## src/rtl/mux_rr_arbiter.sv

```systemverilog
// mux_rr_arbiter: round-robin N-to-1 arbiter with a one-deep valid/ready output register
// Define MUX_ARB_FIXED_PRIO_EN for lowest-index-wins fixed priority instead of round-robin.
module mux_rr_arbiter #(
  parameter int N = 8,
  parameter int W = 8,
  parameter int SW = $clog2(N)
) (
  input  logic          clk,
  input  logic          rst_n,
  input  logic [N-1:0]  req,
  input  logic [N*W-1:0] data,
  output logic [N-1:0]  ack,
  output logic          out_valid,
  input  logic          out_ready,
  output logic [W-1:0]  out_data,
  output logic [SW-1:0] out_sel
);
  typedef enum logic {EMPTY, FULL} state_t;
  state_t state;
  logic [SW-1:0] ptr, g;
  logic cap;
  assign cap = rst_n && |req && (state == EMPTY || out_ready);
  assign ack = cap ? N'(1) << g : '0;
  assign out_valid = state == FULL;
  // Scan in reverse search order so the last hit is the first index after ptr.
  always_comb begin
    g = '0;
`ifdef MUX_ARB_FIXED_PRIO_EN
    for (int i = N - 1; i >= 0; i--)
      if (req[i]) g = SW'(i);
`else
    for (int i = N; i >= 1; i--)
      if (req[(int'(ptr) + i) % N]) g = SW'((int'(ptr) + i) % N);
`endif
  end
  always_ff @(posedge clk or negedge rst_n)
    if (!rst_n) begin
      state <= EMPTY;
      out_data <= '0;
      out_sel <= '0;
      ptr <= SW'(N - 1);
    end else if (cap) begin
      state <= FULL;
      out_data <= data[int'(g) * W +: W];
      out_sel <= g;
      ptr <= g;
    end else if (out_ready) state <= EMPTY;
endmodule

```

## config.mk

```make
export PLATFORM = sky130hd
export DESIGN_NAME = mux_rr_arbiter
export DESIGN_NICKNAME = d
export VERILOG_FILES = /design/src/rtl/mux_rr_arbiter.sv
export SDC_FILE = /design/constraint.sdc
export NUM_CORES = 1
export LEC_CHECK = 0
export CELL_PAD_IN_SITES_DETAIL_PLACEMENT = 1
export CELL_PAD_IN_SITES_GLOBAL_PLACEMENT = 1
export CORE_AREA = 2 2 99 101
export DETAILED_ROUTE_END_ITERATION = 8
export DIE_AREA = 0 0 101 103
export PLACE_DENSITY_LB_ADDON = 0.1
export SLEW_MARGIN = 0
export SYNTH_ARGS = -nofsm -noshare
export SYNTH_HDL_FRONTEND = slang
export SYNTH_SLANG_ARGS = --single-unit
```

## constraint.sdc

```tcl
create_clock -name clk -period 6.55 [get_ports clk]
set_clock_uncertainty 0.15 [all_clocks]
set_input_delay 1.6375 -clock clk [delete_from_list [all_inputs] [get_ports clk]]
set_output_delay 1.6375 -clock clk [all_outputs]
set_load 0.05 [all_outputs]
```

==> results of run 1 <==
## per-layer routing
| metal | global-route usage [%] | vias up |
|---|---|---|
| li1 | - | 1743 |
| met1 | 35.23 | 1850 |
| met2 | 37.38 | 132 |
| met3 | 3.864 | 4 |
| met4 | 2.599 | 0 |
| met5 | 0 | - |
## critical path, delay by kind of cell
family                 cells  cell delay [ns]
and+or+nand+nor            1             0.14
AOI/OAI and AO/OA          4             1.13
muxes                      2             0.90
buffers and inverters      2             0.78
## synthesized netlist by cell type, drive strengths merged (4+ instances only)
master   number  area share (%)
a211o        10             2.7
a21oi        12             2.1
a22o          9             2.4
a22oi        19             4.8
a2bb2oi      16             4.3
and2          7             1.3
buf          18             3.7
clkbuf       13             1.5
dfrtp        12             9.2
inv          15             1.7
mux2          6             2.1
mux2i        37              12
mux4         15              10
nand2        66             7.6
nand2b        4            0.77
nand3        27             4.1
nor2         16             2.1
nor2b         5            0.96
o2111ai       9             2.8
o211ai       12             2.8
o21ai        24             3.8
o221ai        9             2.6
o22a          8             2.1
## logic make-up after synthesis
kind of cell	after synthesis	synth area share [%]
AO/OA/AOI/OAI	145	36.49
XOR/XNOR	3	0.8051
adder cells (fa/ha/maj)	2	0.7665
buffers and inverters	47	7.014
flip-flops	15	11.61
multiplexers	58	24.15
AND/OR/NAND/NOR	135	19.16
## layout make-up
cell class	count	area (sq um)
clock buffers	4	45.04
fillers	1151	5107
inverters	16	60.06
multi-input cells	343	2656
flip-flops and latches	15	379.1
well taps	114	142.6
repair buffers	107	1069
## final timing paths
| check | start | end | slack (ns) | cells past startpoint |
|---|---|---|---|---|
| max in group asynchronous | rst_n | ptr[2] | 4.42 | 2 |
| max | req[2] | ack[1] | 0.17 | 9 |
| min | out_sel[1] | out_sel[1] | 0.34 | 2 |
| min reg2reg | out_sel[1] | out_sel[1] | 0.34 | 2 |
| max reg2reg | ptr[1] | out_data[6] | 1.73 | 11 |
| min in group asynchronous | rst_n | out_data[7] | 1.57 | 2 |
## cell usage in the layout (no fill, tap or decap), drive strengths merged, types with 2 or more instances in the layout
cell type / Yosys / routed
a211o: 10 / 10
a21oi: 12 / 12
a221oi: 3 / 3
a22o: 9 / 9
a22oi: 19 / 19
a2bb2oi: 16 / 16
and2: 7 / 7
and3: 3 / 3
buf: 18 / 21
clkbuf: 13 / 4
clkdlybuf4s50: 0 / 86
dfrtp: 12 / 12
dfstp: 3 / 3
ha: 2 / 2
inv: 15 / 15
mux2: 6 / 6
mux2i: 37 / 37
mux4: 15 / 15
nand2: 66 / 66
nand2b: 4 / 4
nand3: 27 / 27
nor2: 16 / 16
nor2b: 5 / 5
nor3: 3 / 3
nor4: 2 / 2
o2111ai: 9 / 9
o211a: 2 / 2
o211ai: 12 / 12
o21ai: 24 / 24
o221ai: 9 / 9
o22a: 8 / 8
o22ai: 2 / 2
or2: 2 / 2
xnor2: 3 / 3
## registers in the layout, indices dropped and copies added, names as in the netlist
register / cells
out_valid: 1
out_sel: 3
out_data: 8
ptr: 3
## metrics by stage
step	instances	hold WS, ns
6_report	599	0.3390
5_1_grt	599	0.3945
4_1_cts	599	0.3447
3_5_place_dp	595	0.3144
3_3_place_gp	595	0.3208
2_1_floorplan	405	0.5948
==> qor.yml, run 1 <==
status: "finished clean"
start_util_pct: 34.51
core-area_sq_um: 9459
path_cells: "clkdlybuf4s50_1 -> mux4_2 -> mux2_2 -> a222oi_1 -> o221a_2 -> o21a_1 -> o211a_1 -> nor2b_1 -> buf_4"
synth_nets: 482
synth-seq-cells: 15
fin_ws_ns: 0.1703
grt_overflow: 0
synth-async-reset-ratio_pct: 100.0
cts_setup_buffers: 0
tightestPinTransition_ns: 0.9199
numPortBuffers: 94
fin_crit_sh_pct: 97.40
fmax_ghz: 0.1567
cp_slowest_cell: "mux4_2"
drt_pre_antenna_iters: 5
pin_count: 95
ys_seq_area_share_pct: 11.61
grt_first_pass_wirelength_um: 19490
cts_resized: 0
postSynthAreaPerCell_sq_um: 8.060
drt-met1-wl_um: 6030
first_iter_violations: 288
area_delta_synth_final_pct: 33.31
fp-row-count: 36
rsz0062_at_grt: "no"
slew_viol_final: 0
start_kind: "primary input"
fin_area_sq_um: 4352
setup_tns_ns: 0
yosysWarnings: 0
maxCapViolCount: 0
wl_per_cell_um: 20.82
path_class: "in2out"
wl_met2_um: 5562
grt_use_total_pct: 23.70
die_w_um: 101
cts_buffers: 3
hold_buffers: 0
root_buffer: "clkbuf_8"
fin_crit_ns: 6.380
synthCells: 405
setup_violations: 0
clk_path_buf_depth: 2
post_route_cells_drive_above_1_share_pct: 14.02
clk-insertion-delay-late_ns: 0.25
wl_met3_um: 823
hpwl_um: 9340
num_vias: 3729
ys.flop_type: "dfrtp_1"
clk_pin_slew_ns: 0.06
antenna_found_initial: 0
gp_congestion: 0.8474
die_area_sq_um: 10400
synth-edff-count: 0
dp_slack_ns: 0.2098
diodes: 0
grt_max_degree: 73
cp_slowest_stage_delay_ns: 0.61
htree_levels: 1
synth_area_sq_um: 3264
final_util_pct: 46.01
arrival_ns: 4.59
finalHoldViolCount: 0
clkSinkCount: 15
ys_types: 59
cp.required_ns: 4.76
drt-vias-per-instance: 6.225
postPlaceCellArea_sq_um: 4307
top_layer: "met4"
drc: 0
die_y_um: 103
cts_tree: "done"
cp-end-kind: "primary output"
ant_nets: 0
nets: 563
grt_pass1_vias: 3629
cp_max_fo: 9
hp-class: "reg2reg"
slew_headroom_pct: 38.67
routed_wl_um: 12470
Power of run 1 is left out: the tool's default activity adds up to more than one toggle a clock period on the data nets, which glitch-free logic cannot reach.
==> run 2: changes to the inputs <==
--- a/config.mk
+++ b/config.mk
@@ -11,6 +11,7 @@
 export DETAILED_ROUTE_END_ITERATION = 8
 export DIE_AREA = 0 0 101 103
 export PLACE_DENSITY_LB_ADDON = 0.1
+export SETUP_SLACK_MARGIN = 0.5
 export SLEW_MARGIN = 0
 export SYNTH_ARGS = -nofsm -noshare
 export SYNTH_HDL_FRONTEND = slang
==> run 2 against run 1 <==
Net effect: via count down 1.4%; count of clock-buffer cells in the layout did not move; register-to-register slack gained 0.12 ns; setup slack better by 0.39 ns.
==> qor.yml, run 2 (synthesized netlist as in run 1, its figures left out) <==
first_iter_violations: 267
multi_input_area_sq_um: 2684
grt_use_total_pct: 23.79
path_class: "in2out"
core-area_sq_um: 9459
post_route_cells_drive_above_1_share_pct: 17.44
hpwl_um: 9319
pin_count: 95
grt_first_pass_wirelength_um: 19780
setup_violations: 0
rsz0062_at_grt: "yes"
diodes: 0
fin_crit_sh_pct: 91.46
arrival_ns: 4.20
numPortBuffers: 94
clk_pin_slew_ns: 0.06
gr-usage-met1_pct: 34.82
fill_cells: 1137
cp.required_ns: 4.76
regMostFlops: "out_data"
die_y_um: 103
dp_slack_ns: 0.09770
gp_congestion: 0.8810
drt_pre_antenna_iters: 4
num_vias: 3677
routed_wl_um: 12280
start_util_pct: 34.51
area_delta_synth_final_pct: 35.65
root_buffer: "clkbuf_8"
final_util_pct: 46.81
grt_pass1_vias: 3676
fin_crit_ns: 5.991
ant_nets: 0
start_kind: "primary input"
gr-usage-met2_pct: 37.90
nets: 571
drc: 0
finalHoldViolCount: 0
fin_ws_ns: 0.5595
register_area_sq_um: 382.9
status: "finished clean"
fp-row-count: 36
cts_buffers: 3
fmax_ghz: 0.1669
htree_levels: 1
die_area_sq_um: 10400
setup_tns_ns: 0
clk-insertion-delay-late_ns: 0.24
drt-vias-per-instance: 6.058
reg_top3: "out_data x8, out_sel x3, ptr x3"
slew_headroom_pct: 40.44
grt-busiest-layer: "met2"
met3_usage_pct: 3.729
layout_common_cells: "78 x clkdlybuf4s50_1, 66 x nand2_1, 34 x mux2i_1"
wl_per_cell_um: 20.23
cp-end-kind: "primary output"
clkSinkCount: 15
tightestPinTransition_ns: 0.8934
hold_buffers: 0
grt_overflow: 0
cp_max_fo: 9
cts_tree: "done"
antenna_found_initial: 0
slew_viol_final: 0
maxCapViolCount: 0
largest_register_ff_count: 8
grt_max_degree: 61
hp-class: "reg2reg"
layout_commonest_cell: "clkdlybuf4s50_1"
clk_path_buf_depth: 2
die_w_um: 101
run 2: changes by cell type in the layout (fill, tap and decap cells not counted), moves of 2 or more:
cell | previous run | this run
buf_4 | 17 | 24
clkbuf_2 | 0 | 3
clkdlybuf4s50_1 | 86 | 78
dlygate4sd2_1 | 0 | 5
mux2i_1 | 36 | 34
nor2b_1 | 5 | 2
nor2b_2 | 0 | 3
run 2: worst max-delay path, cell delays in order:
cell and delay [ns]:
dlygate4sd2_1 0.33, mux4_2 0.53, buf_4 0.18, and3_1 0.18
a222oi_1 0.38, o221a_2 0.28, o21a_1 0.15, o211a_1 0.20
nor2b_2 0.14, buf_4 0.19
run 2: final cells by class:
cell class | instances | area share, %
tap | 114 | 3.221
clock buffer | 4 | 1.017
inverter | 16 | 1.413
sequential | 15 | 8.646
multi-input combinational | 343 | 60.61
timing repair buffer | 115 | 25.09
run 2: per-stage QoR:
| stage | cells | area (sq um) | hold slack, ns |
|---|---|---|---|
| after floorplan | 405 | 3272 | 0.5948 |
| after global placement | 597 | 4329 | 0.3110 |
| after detailed placement | 597 | 4329 | 0.3233 |
| after CTS | 607 | 4417 | 0.3370 |
| after global routing | 607 | 4428 | 0.3762 |
| final | 607 | 4428 | 0.3327 |
run 2: worst paths after layout:
path | start | end | slack (ns) | depth (start not counted)
max reg2reg | ptr[1] | out_data[7] | 1.85 | 11
min reg2reg | out_sel[1] | out_sel[1] | 0.33 | 2
max in group asynchronous | rst_n | ptr[2] | 4.42 | 2
max | req[6] | ack[1] | 0.56 | 10
min in group asynchronous | rst_n | out_data[7] | 1.57 | 2
min | out_sel[1] | out_sel[1] | 0.33 | 2
run 2: routing by layer:
metal / vias to the layer above / part of all wire [%]
met3: 4 / 6.0
met5: - / 0
li1: 1760 / -
met2: 99 / 46
met4: 0 / 0.37
met1: 1814 / 48
run 2: what timing repair did:
action	CTS	global route
buffers inserted	6	0
pin swaps	3	2
resized for setup	11	13
endpoints found under the setup margin	8	8
Power of run 2 is left out for the same reason.
==> run 3: changes to the inputs <==
--- a/config.mk
+++ b/config.mk
@@ -8,9 +8,11 @@
 export CELL_PAD_IN_SITES_DETAIL_PLACEMENT = 1
 export CELL_PAD_IN_SITES_GLOBAL_PLACEMENT = 1
 export CORE_AREA = 2 2 99 101
+export CTS_BUF_LIST = sky130_fd_sc_hd__clkbuf_8
 export DETAILED_ROUTE_END_ITERATION = 8
 export DIE_AREA = 0 0 101 103
 export PLACE_DENSITY_LB_ADDON = 0.1
+export RECOVER_POWER = 50
 export SETUP_SLACK_MARGIN = 0.5
 export SLEW_MARGIN = 0
 export SYNTH_ARGS = -nofsm -noshare
==> run 3 against run 2 <==
Net effect: count of clock-buffer cells in the layout decreased by 1; setup slack improved by 0.0037 ns; flip-flop and latch count is the same; routed wire length is 0.33% higher; core utilization is the same; largest cell class unchanged.
==> qor.yml, run 3 (synthesized netlist as in run 1, its figures left out) <==
status: "finished clean"
cp-end-kind: "primary output"
tightestPinTransition_ns: 0.9015
path_class: "in2out"
drc: 0
rsz0062_at_grt: "yes"
clk_path_buf_depth: 2
grt_pass1_vias: 3676
wl_met2_um: 5593
fin_crit_ns: 5.987
first_iter_violations: 317
grt_first_pass_wirelength_um: 19780
root_buffer: "clkbuf_8"
cp_slowest_stage_delay_ns: 0.53
cp_max_fo: 9
routed_wl_um: 12320
wl_met3_um: 750
clk-insertion-delay-late_ns: 0.25
maxCapViolCount: 0
finalHoldViolCount: 0
clkSinkCount: 15
path_cells: "dlygate4sd2_1 -> mux4_2 -> buf_4 -> and3_1 -> a222oi_1 -> o221a_2 -> o21a_1 -> o211a_1 -> nor2b_2 -> buf_4"
ant_nets: 0
die_w_um: 101
drt_pre_antenna_iters: 4
layout_commonest_cell: "clkdlybuf4s50_1"
pin_count: 95
top_layer: "met4"
antenna_found_initial: 0
core-area_sq_um: 9459
reg_top3: "out_data x8, out_sel x3, ptr x3"
numPortBuffers: 94
layout_common_cells: "68 x clkdlybuf4s50_1, 66 x nand2_1, 34 x mux2i_1"
gp_congestion: 0.8810
fmax_ghz: 0.1670
slew_viol_final: 0
cp_slowest_cell: "mux4_2"
cp.required_ns: 4.76
hpwl_um: 9319
fp-row-count: 36
fill_cells: 1137
whs_ns: 0.3271
start_util_pct: 34.51
htree_levels: 1
num_vias: 3702
wl_per_cell_um: 20.30
setup_tns_ns: 0
drt-met1-wl_um: 5927
setup_violations: 0
clk_pin_slew_ns: 0.06
drt-vias-per-instance: 6.099
slew_headroom_pct: 39.90
die_y_um: 103
fin_crit_sh_pct: 91.40
hp-class: "reg2reg"
grt_overflow: 0
post_route_cells_drive_above_1_share_pct: 17.44
cts_buffers: 3
grt_max_degree: 61
grt_use_total_pct: 23.79
cts_tree: "done"
diodes: 0
start_kind: "primary input"
cpMostUsedCell: "buf_4"
nets: 571
regMostFlops: "out_data"
die_area_sq_um: 10400
arrival_ns: 4.20
area_delta_synth_final_pct: 35.65
largest_register_ff_count: 8
## run 3: cell type report
cell class / instances / area [sq um] / area share, %
clock buffer: 3 / 41.29 / 0.9325
multi-input combinational: 343 / 2684 / 60.61
inverter: 16 / 62.56 / 1.413
timing repair buffer: 115 / 1111 / 25.09
clock inverter: 1 / 3.754 / 0.08477
sequential: 15 / 382.9 / 8.646
tap: 114 / 142.6 / 3.221
## run 3: what timing repair did
item	CTS	global route
pin swaps	3	2
hold buffers	0	0
endpoints found under the setup margin	8	8
gates resized for setup	11	13
setup buffers	6	0
endpoints found under the hold margin	0	0
## run 3: critical path, delay by kind of cell
kind | cells | cell delay (ns)
buffers and inverters | 3 | 0.70
multiplexers | 1 | 0.53
AO/OA/AOI/OAI | 4 | 1.00
AND/OR/NAND/NOR | 2 | 0.32
## run 3: final timing paths
| check | startpoint | endpoint | slack, ns | cells after the start |
|---|---|---|---|---|
| min reg2reg | out_sel[1] | out_sel[1] | 0.33 | 2 |
| max | req[6] | ack[1] | 0.56 | 10 |
| min | out_sel[1] | out_sel[1] | 0.33 | 2 |
| max reg2reg | ptr[1] | out_data[7] | 1.86 | 11 |
| min in group asynchronous | rst_n | out_data[7] | 1.64 | 2 |
| max in group asynchronous | rst_n | ptr[2] | 4.35 | 2 |
## run 3: metal layers
metal | GRT usage, % | up-vias
li1 | - | 1760
met5 | 0 | -
met3 | 3.729 | 4
met4 | 3.430 | 0
met1 | 34.82 | 1815
met2 | 37.90 | 123
## run 3: per-stage QoR
| stage | instance area, sq um | util (%) | worst slack, ns | cells |
|---|---|---|---|---|
| 5_1_grt | 4428 | 46.81 | 0.4741 | 607 |
| 6_report | 4428 | 46.81 | 0.5632 | 607 |
| 2_1_floorplan | 3272 | - | 0.5571 | 405 |
| 4_1_cts | 4417 | 46.69 | 0.5537 | 607 |
| 3_3_place_gp | 4329 | 45.77 | 0.2137 | 597 |
| 3_5_place_dp | 4329 | 45.77 | 0.09770 | 597 |
Power of run 3 is left out for the same reason.
